File: src/rtl/minifloat_frame_accumulator.sv
// minifloat_frame_accumulator
// Decodes a stream of (M,E) minifloat beats back to integers (M << E) and
// accumulates a saturating per-frame sum and beat count. One result per frame
// is presented on a valid/ready output and held stable until it is taken.
// Pipeline: stage 1 decode register, stage 2 accumulator, 3-state frame FSM.
// Optional build macro: MINIFLOAT_ACC_MAX_TRACK_EN adds a largest-beat tracker
// driving out_max. Without it, out_max is tied to zero.
module minifloat_frame_accumulator #(
    parameter int ACC_W = 16,
    parameter int CNT_W = 8
) (
    input  logic             clk,
    input  logic             rst,
    input  logic             in_valid,
    output logic             in_ready,
    input  logic [3:0]       in_m,
    input  logic [2:0]       in_e,
    input  logic             in_last,
    output logic             out_valid,
    input  logic             out_ready,
    output logic [ACC_W-1:0] out_sum,
    output logic [CNT_W-1:0] out_count,
    output logic             out_sat,
    output logic [10:0]      out_max
);

    typedef enum logic [1:0] {
        IDLE = 2'd0,
        ACC  = 2'd1,
        HOLD = 2'd2
    } state_t;

    state_t             state;
    state_t             state_nxt;

    logic               accept;
    logic [10:0]        beat_val;

    logic               d_vld;
    logic               d_last;
    logic [10:0]        d_val;

    logic [ACC_W-1:0]   acc;
    logic [CNT_W-1:0]   cnt;
    logic               sat;
    logic [ACC_W:0]     sum_ext;
    logic               acc_en;
    logic               clear;

    assign accept   = in_valid & in_ready;
    assign beat_val = {7'd0, in_m} << in_e;

    // Stage 1: capture the decoded beat; valid bit follows acceptance every cycle
    always_ff @(posedge clk or posedge rst) begin
        if (rst) begin
            d_vld  <= 1'b0;
            d_val  <= '0;
            d_last <= 1'b0;
        end else begin
            d_vld <= accept;
            if (accept) begin
                d_val  <= beat_val;
                d_last <= in_last;
            end
        end
    end

    // Frame FSM state register
    always_ff @(posedge clk or posedge rst) begin
        if (rst) begin
            state <= IDLE;
        end else begin
            state <= state_nxt;
        end
    end

    // Frame FSM next-state and handshake outputs
    always_comb begin
        state_nxt = state;
        out_valid = 1'b0;
        clear     = 1'b0;
        // Blocking input once the last beat sits in stage 1 keeps the next
        // frame's first beat out of the accumulator until the result is taken.
        in_ready  = (state != HOLD) & ~(d_vld & d_last);
        case (state)
            IDLE: begin
                if (d_vld) begin
                    state_nxt = d_last ? HOLD : ACC;
                end
            end
            ACC: begin
                if (d_vld && d_last) begin
                    state_nxt = HOLD;
                end
            end
            HOLD: begin
                out_valid = 1'b1;
                if (out_ready) begin
                    clear     = 1'b1;
                    state_nxt = IDLE;
                end
            end
            default: begin
                state_nxt = IDLE;
            end
        endcase
    end

    assign acc_en  = d_vld & (state != HOLD);
    assign sum_ext = {1'b0, acc} + {{(ACC_W - 10){1'b0}}, d_val};

    // Stage 2: saturating sum, sticky overflow flag and saturating beat count
    always_ff @(posedge clk or posedge rst) begin
        if (rst) begin
            acc <= '0;
            cnt <= '0;
            sat <= 1'b0;
        end else if (clear) begin
            acc <= '0;
            cnt <= '0;
            sat <= 1'b0;
        end else if (acc_en) begin
            acc <= sum_ext[ACC_W] ? '1 : sum_ext[ACC_W-1:0];
            sat <= sat | sum_ext[ACC_W];
            if (cnt != '1) begin
                cnt <= cnt + CNT_W'(1);
            end
        end
    end

    assign out_sum   = acc;
    assign out_count = cnt;
    assign out_sat   = sat;

`ifdef MINIFLOAT_ACC_MAX_TRACK_EN
    logic [10:0] max_q;

    // Largest decoded beat of the current frame, cleared with the accumulator
    always_ff @(posedge clk or posedge rst) begin
        if (rst) begin
            max_q <= '0;
        end else if (clear) begin
            max_q <= '0;
        end else if (acc_en && (d_val > max_q)) begin
            max_q <= d_val;
        end
    end

    assign out_max = max_q;
`else
    assign out_max = '0;
`endif

endmodule

File: config.mk
export PLATFORM = sky130hd
export DESIGN_NAME = minifloat_frame_accumulator
export DESIGN_NICKNAME = d
export VERILOG_FILES = /design/src/rtl/minifloat_frame_accumulator.sv
export SDC_FILE = /design/constraint.sdc
export NUM_CORES = 1
export LEC_CHECK = 0
export ABC_CLOCK_PERIOD_IN_PS = 2700
export CAP_MARGIN = 20
export CORE_AREA = 2 2 83 85
export CTS_CLUSTER_SIZE = 8
export DETAILED_ROUTE_END_ITERATION = 10
export DIE_AREA = 0 0 85 87
export PLACE_DENSITY = 0.71
export RECOVER_POWER = 100
export SYNTH_ARGS = -nofsm -noshare
export SYNTH_HDL_FRONTEND = slang
export SYNTH_SLANG_ARGS = --single-unit
File: constraint.sdc
create_clock -name clk -period 2.7 [get_ports clk]
set_input_delay 0.405 -clock clk [delete_from_list [all_inputs] [get_ports clk]]
set_output_delay 0.405 -clock clk [all_outputs]
set_load 0.01 [all_outputs]
# Word level (Yosys, flattened, before mapping)
# Index checks and enable logic that the tools add are counted.
word_totals:
  output_inout_bits: 38
  regBits: 40
  ram_bits: 0
  latch_bits: 0
  mem_bits_ro: 0
  n_memories: 0
  word_cells: 45
classes:
  div_mod_pow: 0
  n_shift: 1
  reduce_logical: 6
  add_sub_neg: 2
  n_bitwise: 6
  n_mul: 0
  eq_ne: 7
  mux: 16
  magnitude_cmp: 0
op_table:
  columns: ["operator", "n"]
  rows:
  - ["$mux 16", 3]
  - ["$mux 8", 3]
  - ["$add 16x11->17", 1]
  - ["$shl 4x3->11", 1]
  - ["$add 8x1->8 const B", 1]
  - ["$mux 2", 4]
  - ["$ne 2x2->1 const B", 4]
  - ["$ne 8x8->1 const B", 1]
  - ["$pmux 2 s3", 1]
  - ["$mux 1", 5]
  - ["$and 1x1->1", 4]
  - ["$reduce_bool 2->1", 2]
  - ["$reduce_and 3->1", 1]
  - ["$eq 2x1->1 const B", 1]
  - ["$eq 2x2->1 const B", 1]
  - ["$logic_not 2->1", 1]
  - ["$reduce_and 2->1", 1]
  - ["$logic_and 1x1->1", 1]
  - ["$not 1->1", 1]
  - ["$or 1x1->1", 1]

# Logic depth before layout (Yosys ltp)
logic_depth:
  depth_word: 4
  ltp_mapped: 8
  mapped_depth_nobuf: 7

# Worst setup path after synthesis
# No wires, ideal clock.
synth_path:
  kind: "reg-to-reg"
  startpoint: "register acc[0] (netlist: out_sum[0])"
  endpoint: "register acc[0] (netlist: out_sum[0])"
  period_less_slack_ps: 2505
  setup_slack_ps: 195
  arrival_ps: 2379
  stages_incl_launch_ff: 9
  t_required_ps: 2574
  path_cell_list: "dfrtp_1 ha_1 fa_1 a21o_1 a2111oi_4 o211ai_4 and2_4 buf_6 a221o_1"
synth_between:
  elab_chain_len: 4
synth_rtl:
  columns: ["item", "line_no", "rtl"]
  rows:
  - ["start, declared", "43", "logic [ACC_W-1:0] acc;"]
  - ["start signal, assigned", "123", "acc <= sum_ext[ACC_W] ? '1 : sum_ext[ACC_W-1:0];"]
  - ["$add 16x11->17", "110", "assign sum_ext = {1'b0, acc} + {{(ACC_W - 10){1'b0}}, d_val};"]
  - ["$mux 16", "123", null]
  - ["$mux 16", "122", "end else if (acc_en) begin"]
  - ["$mux 16", "118", "end else if (clear) begin"]
# No other way between the ends. The select of a mux whose other input is x is not followed.
# A chain may end at the register's enable or synchronous reset.

# Final worst setup path
layout_path:
  startpoint: "register acc[0] (netlist: out_sum[0])"
  endpoint: "register acc[7] (netlist: out_sum[7])"
# Same word-level chain as after synthesis.

==> results_dict.tcl <==
set metrics [dict create \
    synthMuxAreaShare_pct 4.07 \
    period_minus_slack_ns 2.56 \
    arrival_ns 2.73 \
    wl_met2_um 2510 \
    grt_pass1_vias 1857 \
    synth_compound_area_share_pct 21.9 \
    yosysUniqueCellTypes 60 \
    tns_ns 0 \
    power_density_mw_per_mm2 1010 \
    async_flop_share_pct 100 \
    finalCritPeriodShare_pct 94.7 \
    grt_overflow_total 0 \
    nets 328 \
    ios 50 \
    setup.worst_path.start_class "flip-flop" \
    dr.pass1.iters 4 \
    synth-edff-count 0 \
    routed.top_layer "met4" \
    rows 30 \
    worst_slack_ns 0.144 \
    antenna_found_initial 0 \
    hp-class "reg -> reg" \
    clk_latency_ns 0.29 \
    synth_xor_area_share_pct 3.78 \
    critPathMaxFanout 12 \
    cap_viol_max_count 0 \
    max_slew.worst_pin.slew_ns 1.01 \
    core_mm2 0.00657 \
    place_area_mm2 0.00294 \
    synth_seq_cells 40 \
    dr_wl_met3_um 245 \
    hpwl_um 4060 \
    hold_ws_ns 0.483 \
    antennaDiodeCount 0 \
    synth_area_mm2 0.00255 \
    grt_pass1_wl_um 9020 \
    clock_path_buffers 2 \
    remaining_drc_errors 0 \
    clockRootBuffer "clkbuf_8" \
    wl_um 5470 \
    grt_max_degree 41 \
    yosysWarnings 0 \
    rsz0062_at_grt "no" \
    timing.final.hold_violations 0 \
    drt.antenna.violating_nets 0 \
    synth-simple-area-share_pct 16.8 \
    synth_flop_cell "dfrtp_1" \
    outcome "finished clean" \
    crit_required_ns 2.88 \
    numCtsBuffers 5 \
    track_usage_pct 15.3 \
    syn_inst 268 \
    syn_to_final_growth_pct 19.8 \
    power_mw 3.09 \
    synthAdderAreaFrac_pct 6.67 \
    drt-met1-wl_um 2610 \
    die-area_mm2 0.00740 \
    setup_violations 0 \
    ir_drop_uv 372 \
    seq_area_frac_synth_pct 39.3 \
    layout-drive-gt1-share_pct 7.57 \
    drtIter0Drc 156 \
    nFillCells 583 \
    finalMaxSlewViolations 0 \
    relSlewSlack_pct 32.7 \
    p_leak_nw 1.42 \
    cts_tree "yes" \
    htreeDepth 2 \
    fin_area_mm2 0.00305 \
    seq_area_mm2 0.00100 \
    io_buffers 38 \
    avgSynthCellArea_um2 9.51 \
    synth_top_family_by_area "compound AO/OA/AOI/OAI gates" \
    start_util_pct 38.8 \
    routed_via_density 5.35 \
    end_kind "flip-flop" \
    num_vias 2055 \
    dp_slack_ns 0.126 \
    fmaxAchievable_ghz 0.391 \
    wire_per_inst_um 14.2 \
    finalClockSkew_ns 0.00474 \
    multi_input_area_mm2 0.00139 \
    die_x_um 85 \
    place.gp.congestion 0.903 \
    cts-resized-gates 0 \
    die_h_um 87 \
    clkSinkCount 40 \
    crit_type "reg -> reg" \
    clk_pin_slew_worst_paths_ns 0.08 \
]
==> worst paths after layout <==
kind	start	to	slack [ns]	depth (start not counted)
max	out_sum[0]	out_sum[7]	0.14	8
min reg2reg	state[1]	state[0]	0.48	1
max reg2reg	out_sum[0]	out_sum[7]	0.14	8
max in group asynchronous	rst	out_sum[10]	1.22	3
min	state[1]	state[0]	0.48	1
min in group asynchronous	rst	out_count[2]	0.86	3
==> power by group <==
group / internal, mW / leakage [nW] / switching (mW)
Sequential: 0.813 / 0.520 / 0.217
Combinational: 0.740 / 0.842 / 0.833
Clock: 0.275 / 0.0552 / 0.214
==> worst max-delay path, stage by stage (launching register included) <==
cell,delay (ns)
dfrtp_1,0.40
ha_1,0.26
fa_1,0.41
a21o_1,0.24
a2111oi_4,0.34
buf_4,0.19
o211ai_4,0.12
and2_4,0.22
a221o_1,0.27
==> cell usage in the layout (no fill, tap or decap), types with 3 or more instances in the layout <==
cell / synthesis / final
dlygate4sd3_1: 0 / 29
o21ai_0: 6 / 10
nor2_1: 16 / 16
ha_1: 12 / 12
nand3_1: 6 / 6
buf_4: 11 / 3
nand4_1: 3 / 3
clkbuf_8: 0 / 5
conb_1: 1 / 11
mux2_2: 3 / 3
dfrtp_1: 40 / 40
a221o_1: 9 / 9
a211oi_1: 5 / 5
nor3_1: 7 / 7
mux2i_1: 7 / 7
a211o_1: 3 / 3
nand2b_1: 3 / 3
inv_1: 10 / 11
a21oi_1: 16 / 16
clkdlybuf4s50_1: 0 / 9
and3_1: 4 / 4
nand2_1: 27 / 27
and2_1: 5 / 5
o31ai_1: 3 / 3
xor2_1: 3 / 3
xnor2_1: 8 / 8
a21o_1: 4 / 4
==> cell families after synthesis <==
kind of cell | Yosys count
AO/OA/AOI/OAI | 72
XOR/XNOR | 11
adder cells (fa/ha/maj) | 13
buffers and inverters | 36
flip-flops | 40
multiplexers | 10
other | 1
AND/OR/NAND/NOR | 85
==> cell usage after synthesis, drive strengths merged (2+ instances only) <==
cell type / count / area (µm²)
and2: 7 / 47.6
a2111o: 2 / 22.5
clkbuf: 10 / 37.5
nand2b: 3 / 18.8
nor3b: 2 / 15.0
o311ai: 2 / 25.0
o21ai: 12 / 60.1
a211o: 3 / 26.3
a211oi: 5 / 37.5
xnor2: 8 / 70.1
nand4: 3 / 18.8
mux2: 3 / 33.8
nor3: 7 / 35.0
a21o: 4 / 30.0
mux2i: 7 / 70.1
o41ai: 2 / 17.5
and3: 5 / 36.3
dfrtp: 40 / 1000
and4: 2 / 17.5
a31oi: 2 / 12.5
o211ai: 2 / 28.8
nor2: 17 / 66.3
xor2: 3 / 26.3
a21oi: 17 / 88.8
o31ai: 3 / 22.5
buf: 14 / 104
ha: 12 / 150
a221o: 9 / 90.1
nand3: 6 / 30.0
inv: 11 / 41.3
nand2: 27 / 101
==> metrics by stage <==
stage          cells  utilization (%)
6_report         384             46.5
5_1_grt          384             46.5
4_1_cts          382             46.4
3_5_place_dp     374             44.8
3_3_place_gp     374             44.8
2_1_floorplan    278                -
==> cell type report <==
class                   instances  share of cell area [%]
clock inverters                 2                    1.15
flip-flops and latches         40                    32.8
inverters                      12                    1.47
multi-input cells             202                    45.6
repair buffers                 42                    13.4
clock buffers                   6                    2.38
well taps                      80                    3.28
==> flip-flops by register name (all words and copies together), names as in the netlist <==
register,flops
out_sum,16
state,2
out_sat,1
d_val,11
d_last,1
d_vld,1
out_count,8
==> per-layer routing <==
layer  up-vias  track usage [%]
met1       968             21.8
met4         0             6.49
li1       1031                -
met3         6             3.51
met2        50             22.2
met5         -                0
==> what timing repair did <==
item                                    CTS  global route
buffers inserted                          0             2
hold buffers                              0             0
endpoints found under the setup margin    0             5
No activity file was read; power rests on OpenSTA's default activity.
